[src/rtl/dma_burst_splitter.sv]
// DMA burst splitter: pops {src, dst, len, last} descriptors from the DMA
// descriptor FIFO and cuts each one into bus bursts of at most MAX_BEATS beats
// that never cross a BOUNDARY-aligned address on either source or destination.
//
// state  | meaning
// -------+------------------------------------------------------------
// IDLE   | waiting for enable and a non-empty FIFO; issues the pop strobe
// POP    | FIFO output register is updating after the pop
// LOAD   | descriptor checked for alignment and latched
// CALC   | size of the next burst computed into the req_* registers
// ISSUE  | request presented until the engine accepts it
module dma_burst_splitter #(
    parameter int unsigned DATA_BYTES = 8,
    parameter int unsigned MAX_BEATS  = 16,
    parameter int unsigned BOUNDARY   = 4096
) (
    input  logic        clk,
    input  logic        rstn,
    input  logic        enable_i,
    input  logic        abort_i,
    input  logic        dma_fifo_empty_i,
    output logic        dma_fifo_read_o,
    input  logic [95:0] dma_fifo_desc_i,
    input  logic        dma_fifo_last_i,
    output logic        req_valid_o,
    input  logic        req_ready_i,
    output logic [31:0] req_src_o,
    output logic [31:0] req_dst_o,
    output logic [8:0]  req_beats_o,
    output logic        req_last_o,
    output logic        busy_o,
    output logic        done_o,
    output logic        err_o,
    output logic [15:0] burst_cnt_o
);

    typedef enum logic [2:0] {
        S_IDLE  = 3'd0,
        S_POP   = 3'd1,
        S_LOAD  = 3'd2,
        S_CALC  = 3'd3,
        S_ISSUE = 3'd4
    } state_e;

    // Size arithmetic is done on 33 bits so BOUNDARY - offset cannot overflow.
    localparam logic [32:0] DB33   = 33'(DATA_BYTES);
    localparam logic [32:0] BND33  = 33'(BOUNDARY);
    localparam logic [8:0]  MAXB9  = 9'(MAX_BEATS);

    state_e      state_q, state_d;
    logic [31:0] src_q, dst_q, rem_q;
    logic        last_q;
    logic [31:0] req_src_q, req_dst_q;
    logic [8:0]  req_beats_q;
    logic        req_last_q;
    logic        done_q, done_d;
    logic        err_q, err_d;
    logic [15:0] burst_cnt_q;

    logic        fifo_read, do_load, do_calc, do_hs;
    logic [31:0] desc_src, desc_dst, desc_len;
    logic        desc_misaligned;
    logic [32:0] rem_beats, src_room, dst_room, calc_bytes;
    logic [8:0]  calc_beats;
    logic        calc_last;
    logic [31:0] burst_bytes, rem_after;

    assign desc_src = dma_fifo_desc_i[95:64];
    assign desc_dst = dma_fifo_desc_i[63:32];
    assign desc_len = dma_fifo_desc_i[31:0];

    assign desc_misaligned = ((desc_src % 32'(DATA_BYTES)) != 32'd0) ||
                             ((desc_dst % 32'(DATA_BYTES)) != 32'd0) ||
                             ((desc_len % 32'(DATA_BYTES)) != 32'd0);

    assign burst_bytes = 32'(req_beats_q) * 32'(DATA_BYTES);
    assign rem_after   = rem_q - burst_bytes;

    // Next burst size: smallest of remaining length, MAX_BEATS and room to either boundary.
    always_comb begin
        rem_beats  = {1'b0, rem_q} / DB33;
        src_room   = (BND33 - ({1'b0, src_q} % BND33)) / DB33;
        dst_room   = (BND33 - ({1'b0, dst_q} % BND33)) / DB33;
        calc_beats = MAXB9;
        if (rem_beats < {24'd0, calc_beats}) calc_beats = rem_beats[8:0];
        if (src_room  < {24'd0, calc_beats}) calc_beats = src_room[8:0];
        if (dst_room  < {24'd0, calc_beats}) calc_beats = dst_room[8:0];
        calc_bytes = {24'd0, calc_beats} * DB33;
        calc_last  = last_q && (calc_bytes == {1'b0, rem_q});
    end

    // State register.
    always_ff @(posedge clk or negedge rstn) begin
        if (!rstn) state_q <= S_IDLE;
        else       state_q <= state_d;
    end

    // Next-state and control strobes; abort overrides every state.
    always_comb begin
        state_d   = state_q;
        fifo_read = 1'b0;
        do_load   = 1'b0;
        do_calc   = 1'b0;
        do_hs     = 1'b0;
        done_d    = 1'b0;
        err_d     = 1'b0;
        if (abort_i) begin
            state_d = S_IDLE;
        end else begin
            case (state_q)
                S_IDLE: begin
                    if (enable_i && !dma_fifo_empty_i) begin
                        fifo_read = 1'b1;
                        state_d   = S_POP;
                    end
                end
                S_POP: state_d = S_LOAD;
                S_LOAD: begin
                    if (desc_misaligned) begin
                        err_d   = 1'b1;
                        state_d = S_IDLE;
                    end else if (desc_len == 32'd0) begin
                        do_load = 1'b1;
                        done_d  = dma_fifo_last_i;
                        state_d = S_IDLE;
                    end else begin
                        do_load = 1'b1;
                        state_d = S_CALC;
                    end
                end
                S_CALC: begin
                    do_calc = 1'b1;
                    state_d = S_ISSUE;
                end
                S_ISSUE: begin
                    if (req_ready_i) begin
                        do_hs = 1'b1;
                        if (rem_after == 32'd0) begin
                            done_d  = last_q;
                            state_d = S_IDLE;
                        end else begin
                            state_d = S_CALC;
                        end
                    end
                end
                default: state_d = S_IDLE;
            endcase
        end
    end

    // Descriptor progress, request registers, status pulses and burst counter.
    always_ff @(posedge clk or negedge rstn) begin
        if (!rstn) begin
            src_q       <= '0;
            dst_q       <= '0;
            rem_q       <= '0;
            last_q      <= 1'b0;
            req_src_q   <= '0;
            req_dst_q   <= '0;
            req_beats_q <= '0;
            req_last_q  <= 1'b0;
            done_q      <= 1'b0;
            err_q       <= 1'b0;
            burst_cnt_q <= '0;
        end else begin
            done_q <= done_d;
            err_q  <= err_d;
            if (do_load) begin
                src_q  <= desc_src;
                dst_q  <= desc_dst;
                rem_q  <= desc_len;
                last_q <= dma_fifo_last_i;
            end else if (do_hs) begin
                src_q       <= src_q + burst_bytes;
                dst_q       <= dst_q + burst_bytes;
                rem_q       <= rem_after;
                burst_cnt_q <= burst_cnt_q + 16'd1;
            end else if (abort_i) begin
                rem_q <= '0;
            end
            if (do_calc) begin
                req_src_q   <= src_q;
                req_dst_q   <= dst_q;
                req_beats_q <= calc_beats;
                req_last_q  <= calc_last;
            end
        end
    end

    assign dma_fifo_read_o = fifo_read;
    assign req_valid_o     = (state_q == S_ISSUE);
    assign req_src_o       = req_src_q;
    assign req_dst_o       = req_dst_q;
    assign req_beats_o     = req_beats_q;
    assign req_last_o      = req_last_q;
    assign busy_o          = (state_q != S_IDLE);
    assign done_o          = done_q;
    assign err_o           = err_q;
    assign burst_cnt_o     = burst_cnt_q;

endmodule

[config.mk]
export PLATFORM = sky130hd
export DESIGN_NAME = dma_burst_splitter
export DESIGN_NICKNAME = d
export VERILOG_FILES = /design/src/rtl/dma_burst_splitter.sv
export SDC_FILE = /design/constraint.sdc
export NUM_CORES = 1
export LEC_CHECK = 0
export CORE_UTILIZATION = 58
export CTS_BUF_LIST = sky130_fd_sc_hd__clkbuf_16
export DETAILED_ROUTE_END_ITERATION = 10
export GPL_ROUTABILITY_DRIVEN = 0
export MAX_ROUTING_LAYER = met4
export PLACE_DENSITY = 0.95
export SYNTH_ARGS = -nofsm -noshare
export SYNTH_HDL_FRONTEND = slang
export SYNTH_SLANG_ARGS = --single-unit
[constraint.sdc]
create_clock -name clk -period 18.2 [get_ports clk]
set_input_delay 3.64 -clock clk [delete_from_list [all_inputs] [get_ports clk]]
set_output_delay 3.64 -clock clk [all_outputs]
set_load 0.05 [all_outputs]
==> results of run 1 <==
==> through the flow <==
stage               worst slack, ps  hold WS, ps  utilization [%]
floorplan                     10070          454                -
global placement               8930          456             71.6
detailed placement             8930          461             71.6
CTS                            8890          479             74.8
global route                   8810          502             74.8
finish                         8880          477             74.8
==> cells by family (layout without fill, tap and decap cells) <==
family          Yosys count  after routing  synth area share [%]
flops                   192            192                  42.2
buf+inv                 101            286                  3.50
mux                       5              5                 0.495
compound gates          314            314                  18.7
simple gates            626            626                  25.4
xor+xnor                 57             57                  4.39
fa+ha+maj                46             46                  5.26
other cells               1              5                0.0330
==> routing by layer <==
layer  track usage [%]  vias to the layer above  wire, µm
met4              20.6                        0      1540
met2              56.9                      756     16500
met1              45.3                     5396     13300
met3              6.43                      158      3360
met5                 -                        -         0
li1                  -                     5105         -
==> state kept, by name, summed over array words and instances, names as in the netlist <==
name / cells
src_q: 32
burst_cnt_o: 16
req_src_o: 32
done_o: 1
state_q: 3
err_o: 1
dst_q: 32
last_q: 1
req_last_o: 1
req_dst_o: 32
req_beats_o: 9
rem_q: 32
==> synth_stat cells, drive strengths merged (4+ instances only) <==
| library cell | count |
|---|---|
| or2 | 6 |
| nor4 | 20 |
| o211ai | 10 |
| a221oi | 10 |
| nor2 | 100 |
| nand4 | 12 |
| a211o | 4 |
| a21o | 15 |
| o21a | 7 |
| o31ai | 5 |
| nand2 | 314 |
| a311oi | 6 |
| nor2b | 10 |
| dfrtp | 192 |
| nor4b | 4 |
| clkbuf | 50 |
| a221o | 13 |
| o21ai | 88 |
| a21boi | 11 |
| o311ai | 18 |
| nand2b | 11 |
| and2 | 13 |
| or4 | 6 |
| xnor2 | 40 |
| and4 | 4 |
| and3 | 18 |
| inv | 46 |
| a21oi | 70 |
| xor2 | 17 |
| a211oi | 5 |
| nor3 | 42 |
| ha | 43 |
| nor3b | 9 |
| buf | 5 |
| a22oi | 15 |
| or3 | 14 |
| a31oi | 11 |
| nand3 | 38 |
==> final timing paths <==
check,start,end,slack (ps),depth (start not counted)
hold reg to reg,req_src_o[22],req_src_o[22],480,2
min in group asynchronous,rstn,req_src_o[30],3270,1
hold / removal,req_src_o[22],req_src_o[22],480,2
setup reg to reg,rem_q[20],req_last_o,10410,23
setup / recovery,abort_i,dma_fifo_read_o,8880,6
max in group asynchronous,rstn,rem_q[29],13160,3
==> worst max-delay path: cells and delay by family <==
kind / cells / cell delay, ps
buffers and inverters: 3 / 1510
AND/OR/NAND/NOR: 3 / 510
==> report_power, final <==
part	leakage (µW)	switching [µW]	internal, µW
registers	0.00265	5.19	430
clock network	0.000296	184	207
logic	0.00350	76.3	54.0
total	0.00645	266	691
==> final cells by class <==
class	instances	area (µm²)
Multi-Input combinational cell	1052	6220
Sequential cell	192	4800
Fill cell	1273	4770
Timing Repair Buffer	208	2060
Clock buffer	17	425
Tap cell	260	325
Clock inverter	15	176
Inverter	46	173
Antenna cell	1	2.50
==> out/results.ini, run 1 <==
[min_path]
hp-class=reg -> reg

[routing]
routedWlPerCell_um=19.4
avgViaCountPerCell=6.37
wl_mm=34.7
drc=0
ant_nets=0
routed-via-count=11400
first_iter_violations=1200
first_pass_iters=6

[clock_tree]
cts_tree=done
clock_path_buffers=2
root_buffer=clkbuf_16
clk_pin_slew_ps=80
numCtsBuffers=17
cts_resized=0
postCtsHoldBufs=0
htreeDepth=4
clock_latency_ps=450
clkSinkCount=192
post-cts-setup-buffers=0

[worst_setup_path]
cpPeakStageDelay_ps=840
required_ps=14560
cp_slowest_cell=clkdlybuf4s50_1
worstPathArrival_ps=5680
path_cells=clkdlybuf4s50_1 -> buf_4 -> nor2_1 -> nand2_1 -> nor2_1 -> clkdlybuf4s50_1
critPathKind=in -> out
cp-end-kind=primary output
critPathLaunchType=input pin
crit_fanout=40

[synth]
yosys.area.top_type=dfrtp_1
synth_cells=1342
avgSynthCellArea_um2=8.47
yosysTopAreaCellShare_pct=42.2
syn-cell-area_mm2=0.0114
ys.flop_type=dfrtp_1
synth_area_leaders=dfrtp_1 42%, nand2_1 10%, ha_1 4.7%
synth_cell_type_count=81
seq_area_frac_synth_pct=42.2
yosys_warnings=0
async_flop_share_pct=100
synth-edff-count=0
ys_ff_latch=192

[pwr]
powerDensity_mw_per_mm2=67.5
irDropWorstVdd_mv=0.0741
p_total_uw=957
power_leakage_uw=0.00645

[floorplan]
core_mm2=0.0190
die_y_um=142
ioPinCount=198
die_area_mm2=0.0202
die_w_um=142
rows=50
start_util_pct=60.0

[final_layout]
area_growth_pct=24.7
finalNonFillerCells=1791
final_nets=1666
layout_common_cells=314 x nand2_1, 196 x clkdlybuf4s50_1, 192 x dfrtp_1
final_common_cell=nand2_1
final_area_mm2=0.0142
drive_gt1_share_pct=5.10

[timing]
fin_crit_sh_pct=51.2
slew_headroom_pct=28.1
timing.fmax_mhz=107
drv_slew=0
period_minus_slack_ps=9320
finalSetupViolations=0
rsz0062_at_grt=false
tns_ps=0
final_hold_viol_count=0
worst_pin_slew_ps=1080
finClkSkew_ps=8.98

[placed_design]
placed_cell_area_mm2=0.0136
dpl.hpwl_mm=23.9
port_buffers=197
dp_cells=1758

[grt]
overflow=0
grt_max_degree=101
grt_pass1_vias=11200
antenna_found_initial=1
grt_pass1_wl_mm=56.0
grt_usage_pct=36.6

[status]
status=finished, final reports clean

[flow_run]
drv_cap=0

(Power assumes the default switching activity.)
==> run 2: changes to the inputs <==
--- a/config.mk
+++ b/config.mk
@@ -5,12 +5,12 @@
 export SDC_FILE = /design/constraint.sdc
 export NUM_CORES = 1
 export LEC_CHECK = 0
-export CORE_UTILIZATION = 58
+export CORE_UTILIZATION = 49
 export CTS_BUF_LIST = sky130_fd_sc_hd__clkbuf_16
 export DETAILED_ROUTE_END_ITERATION = 10
 export GPL_ROUTABILITY_DRIVEN = 0
 export MAX_ROUTING_LAYER = met4
-export PLACE_DENSITY = 0.95
+export PLACE_DENSITY = 0.86
 export SYNTH_ARGS = -nofsm -noshare
 export SYNTH_HDL_FRONTEND = slang
 export SYNTH_SLANG_ARGS = --single-unit
==> constraint.sdc (replaced) <==
create_clock -name clk -period 8.2 [get_ports clk]
set_input_delay 1.64 -clock clk [delete_from_list [all_inputs] [get_ports clk]]
set_output_delay 1.64 -clock clk [all_outputs]
set_load 0.05 [all_outputs]
==> run 2 against run 1 <==
Net effect: core utilization down 12 points; worst hold slack got worse by 11 ps; clock-buffer cell count is the same; clock power is 110% higher; cell count rose by 1.2%; routed wire length fell by 3.3%; highest routed layer unchanged; power is 120% higher; global-route usage shrank 7.2 points; sequential share of layout area about the same.
==> out/results.ini, run 2 (synthesis results as in run 1) <==
[worst_setup_path]
crit_fanout=15  ; -63%
r2r_slack_ps=700  ; -9710 ps
cp_top_family=simple AND/OR/NAND/NOR gates
worstPathArrival_ps=7850  ; +2170 ps
critPathLaunchType=flip-flop
rr_worst_depth=24  ; +4.3%
cp_slowest_cell=nor4b_1
critPathKind=reg -> reg
reg2reg_from=rem_q[20]
path_cells=nor4_1 -> and4b_2 -> and3_1 -> nand2_1 -> ha_1 -> o2111ai_1 -> o21ba_2 -> a22oi_1 -> a21oi_4 -> nor2_4 -> nor2b_1 -> a22oi_1 -> ha_1 -> a211oi_1 -> nor2_1 -> nor4b_1 -> and3_1 -> o2bb2ai_1 -> a311oi_2 -> a21boi_2 -> mux2i_1 -> xor2_1 -> o211ai_1 -> o31ai_2
setup.worst_path.end=req_last_o
critPathBufInv=0  ; -3
cp_num_cells=24  ; +18
cpPeakStageDelay_ps=730  ; -110 ps
rr_endpoint=req_last_o
setup.worst_path.start=rem_q[20]
required_ps=8550  ; -6010 ps
cp-end-kind=flip-flop

[pwr]
power_leakage_uw=0.00640  ; -0.63%
powerDensity_mw_per_mm2=147  ; +120%
irDropWorstVdd_mv=0.129  ; +74%

[clock_tree]
numCtsBuffers=17  ; unchanged
clock_path_buffers=2  ; unchanged
clkSinkCount=192  ; unchanged
clk_pin_slew_ps=80  ; about the same
postCtsHoldBufs=0  ; unchanged
post-cts-setup-buffers=0  ; unchanged
root_buffer=clkbuf_16
cts_tree=done
cts_resized=0  ; unchanged
clock_latency_ps=450  ; about the same
htreeDepth=4  ; unchanged

[routing]
drc=0  ; unchanged
first_pass_iters=6  ; unchanged
wl_mm=33.6  ; -3.3%
ant_nets=0  ; unchanged
first_iter_violations=1042  ; -13%
routed-via-count=11000  ; -3.7%
avgViaCountPerCell=6.07  ; -4.8%
routedWlPerCell_um=18.5  ; -4.4%

[floorplan]
die_area_mm2=0.0238  ; +18%
rows=55  ; +10%
core_mm2=0.0227  ; +20%
ioPinCount=198  ; unchanged
die_w_um=154  ; +8.7%
start_util_pct=50.1  ; -9.9 points
die_y_um=154  ; +8.7%

[grt]
grt_usage_pct=29.4  ; -7.2 points
grt_pass1_vias=10700  ; -4.8%
overflow=0  ; unchanged
grt_max_degree=115  ; +14%
antenna_found_initial=1  ; unchanged
grt_pass1_wl_mm=54.1  ; -3.3%

[status]
status=finished, final reports clean

[flow_run]
drv_cap=0  ; unchanged

[placed_design]
port_buffers=197  ; unchanged
dpl.hpwl_mm=24.0  ; +0.31%

[timing]
drv_slew=0  ; unchanged
period_minus_slack_ps=7500
worst_pin_slew_ps=1120  ; +41.6 ps
slew_headroom_pct=25.2  ; -2.9 points
finClkSkew_ps=14.6  ; +5.64 ps
finalSetupViolations=0  ; unchanged
timing.fmax_mhz=133
fin_crit_sh_pct=91.5
tns_ps=0  ; unchanged
final_hold_viol_count=0  ; unchanged
rsz0062_at_grt=false

[final_layout]
multiInputGateArea_mm2=0.00622  ; unchanged
layout_common_cells=314 x nand2_1, 196 x clkdlybuf4s50_1, 192 x dfrtp_1
seq_area_mm2=0.00480  ; unchanged
final_common_cell=nand2_1
fillers=1876  ; +47%
final_util_pct=62.4  ; -12 points
area_growth_pct=24.5
drive_gt1_share_pct=4.98  ; -0.12 points
final_nets=1663  ; -0.18%

[min_path]
hp-class=reg -> reg

-- run 2: cell count changes in the layout (fill, tap and decap cells not counted) --
cell and change:
clkinv_8 +1, inv_1 -2, clkinvlp_4 +2, bufinv_16 -2, inv_6 -1, buf_4 -3, inv_12 +1
-- run 2: layer usage --
layer / part of all wire (%) / wire length [µm] / GRT usage [%] / up-vias
met3: 8.4 / 2820 / 4.46 / 99
li1: - / - / - / 5105
met4: 3.6 / 1220 / 13.1 / 0
met2: 48 / 16000 / 48.0 / 540
met1: 40 / 13500 / 36.3 / 5248
met5: 0 / 0 / - / -
-- run 2: power by group --
| group | total (µW) | leakage (µW) | internal [µW] | switching [µW] |
|---|---|---|---|---|
| Combinational | 286 | 0.00349 | 120 | 167 |
| Clock | 826 | 0.000267 | 404 | 422 |
| Sequential | 965 | 0.00265 | 954 | 10.6 |
-- run 2: how the worst min path moves through the flow --
stage	endpoint	cells past startpoint	start
after global routing	burst_cnt_o[15]	1	burst_cnt_o[15]
final	burst_cnt_o[15]	1	burst_cnt_o[15]
after CTS	burst_cnt_o[15]	1	burst_cnt_o[15]
after floorplan	req_dst_o[31]	2	dst_q[31]
after global placement	req_src_o[15]	2	req_src_o[15]
after detailed placement	burst_cnt_o[15]	1	burst_cnt_o[15]
-- run 2: area by class of cell --
type,count,area share [%]
clock buffers,17,3.00
repair buffers,205,14.4
clock inverters,14,1.04
multi-input cells,1052,43.9
inverters,46,1.22
well taps,285,2.52
flip-flops and latches,192,33.9
diodes,1,0.0177
-- run 2: per-stage QoR --
stage	total power, µW	cells	worst slack [ps]	instance area [µm²]	hold WS [ps]
final	2080	1812	699	14200	466
after global routing	2150	1812	208	14200	485
after CTS	2080	1811	849	14200	471
after detailed placement	1260	1780	909	13600	459
after global placement	1250	1780	1420	13600	457
after floorplan	1140	1345	2480	11400	454
-- run 2: worst register-to-register path, delay by kind of cell (launching register included) --
family,cells,cell delay (ps)
muxes,1,340
xor gates and xnor gates,1,170
adders and majority gates,2,600
AOI/OAI and AO/OA,11,2510
and+or+nand+nor,9,3290
DFF,1,510
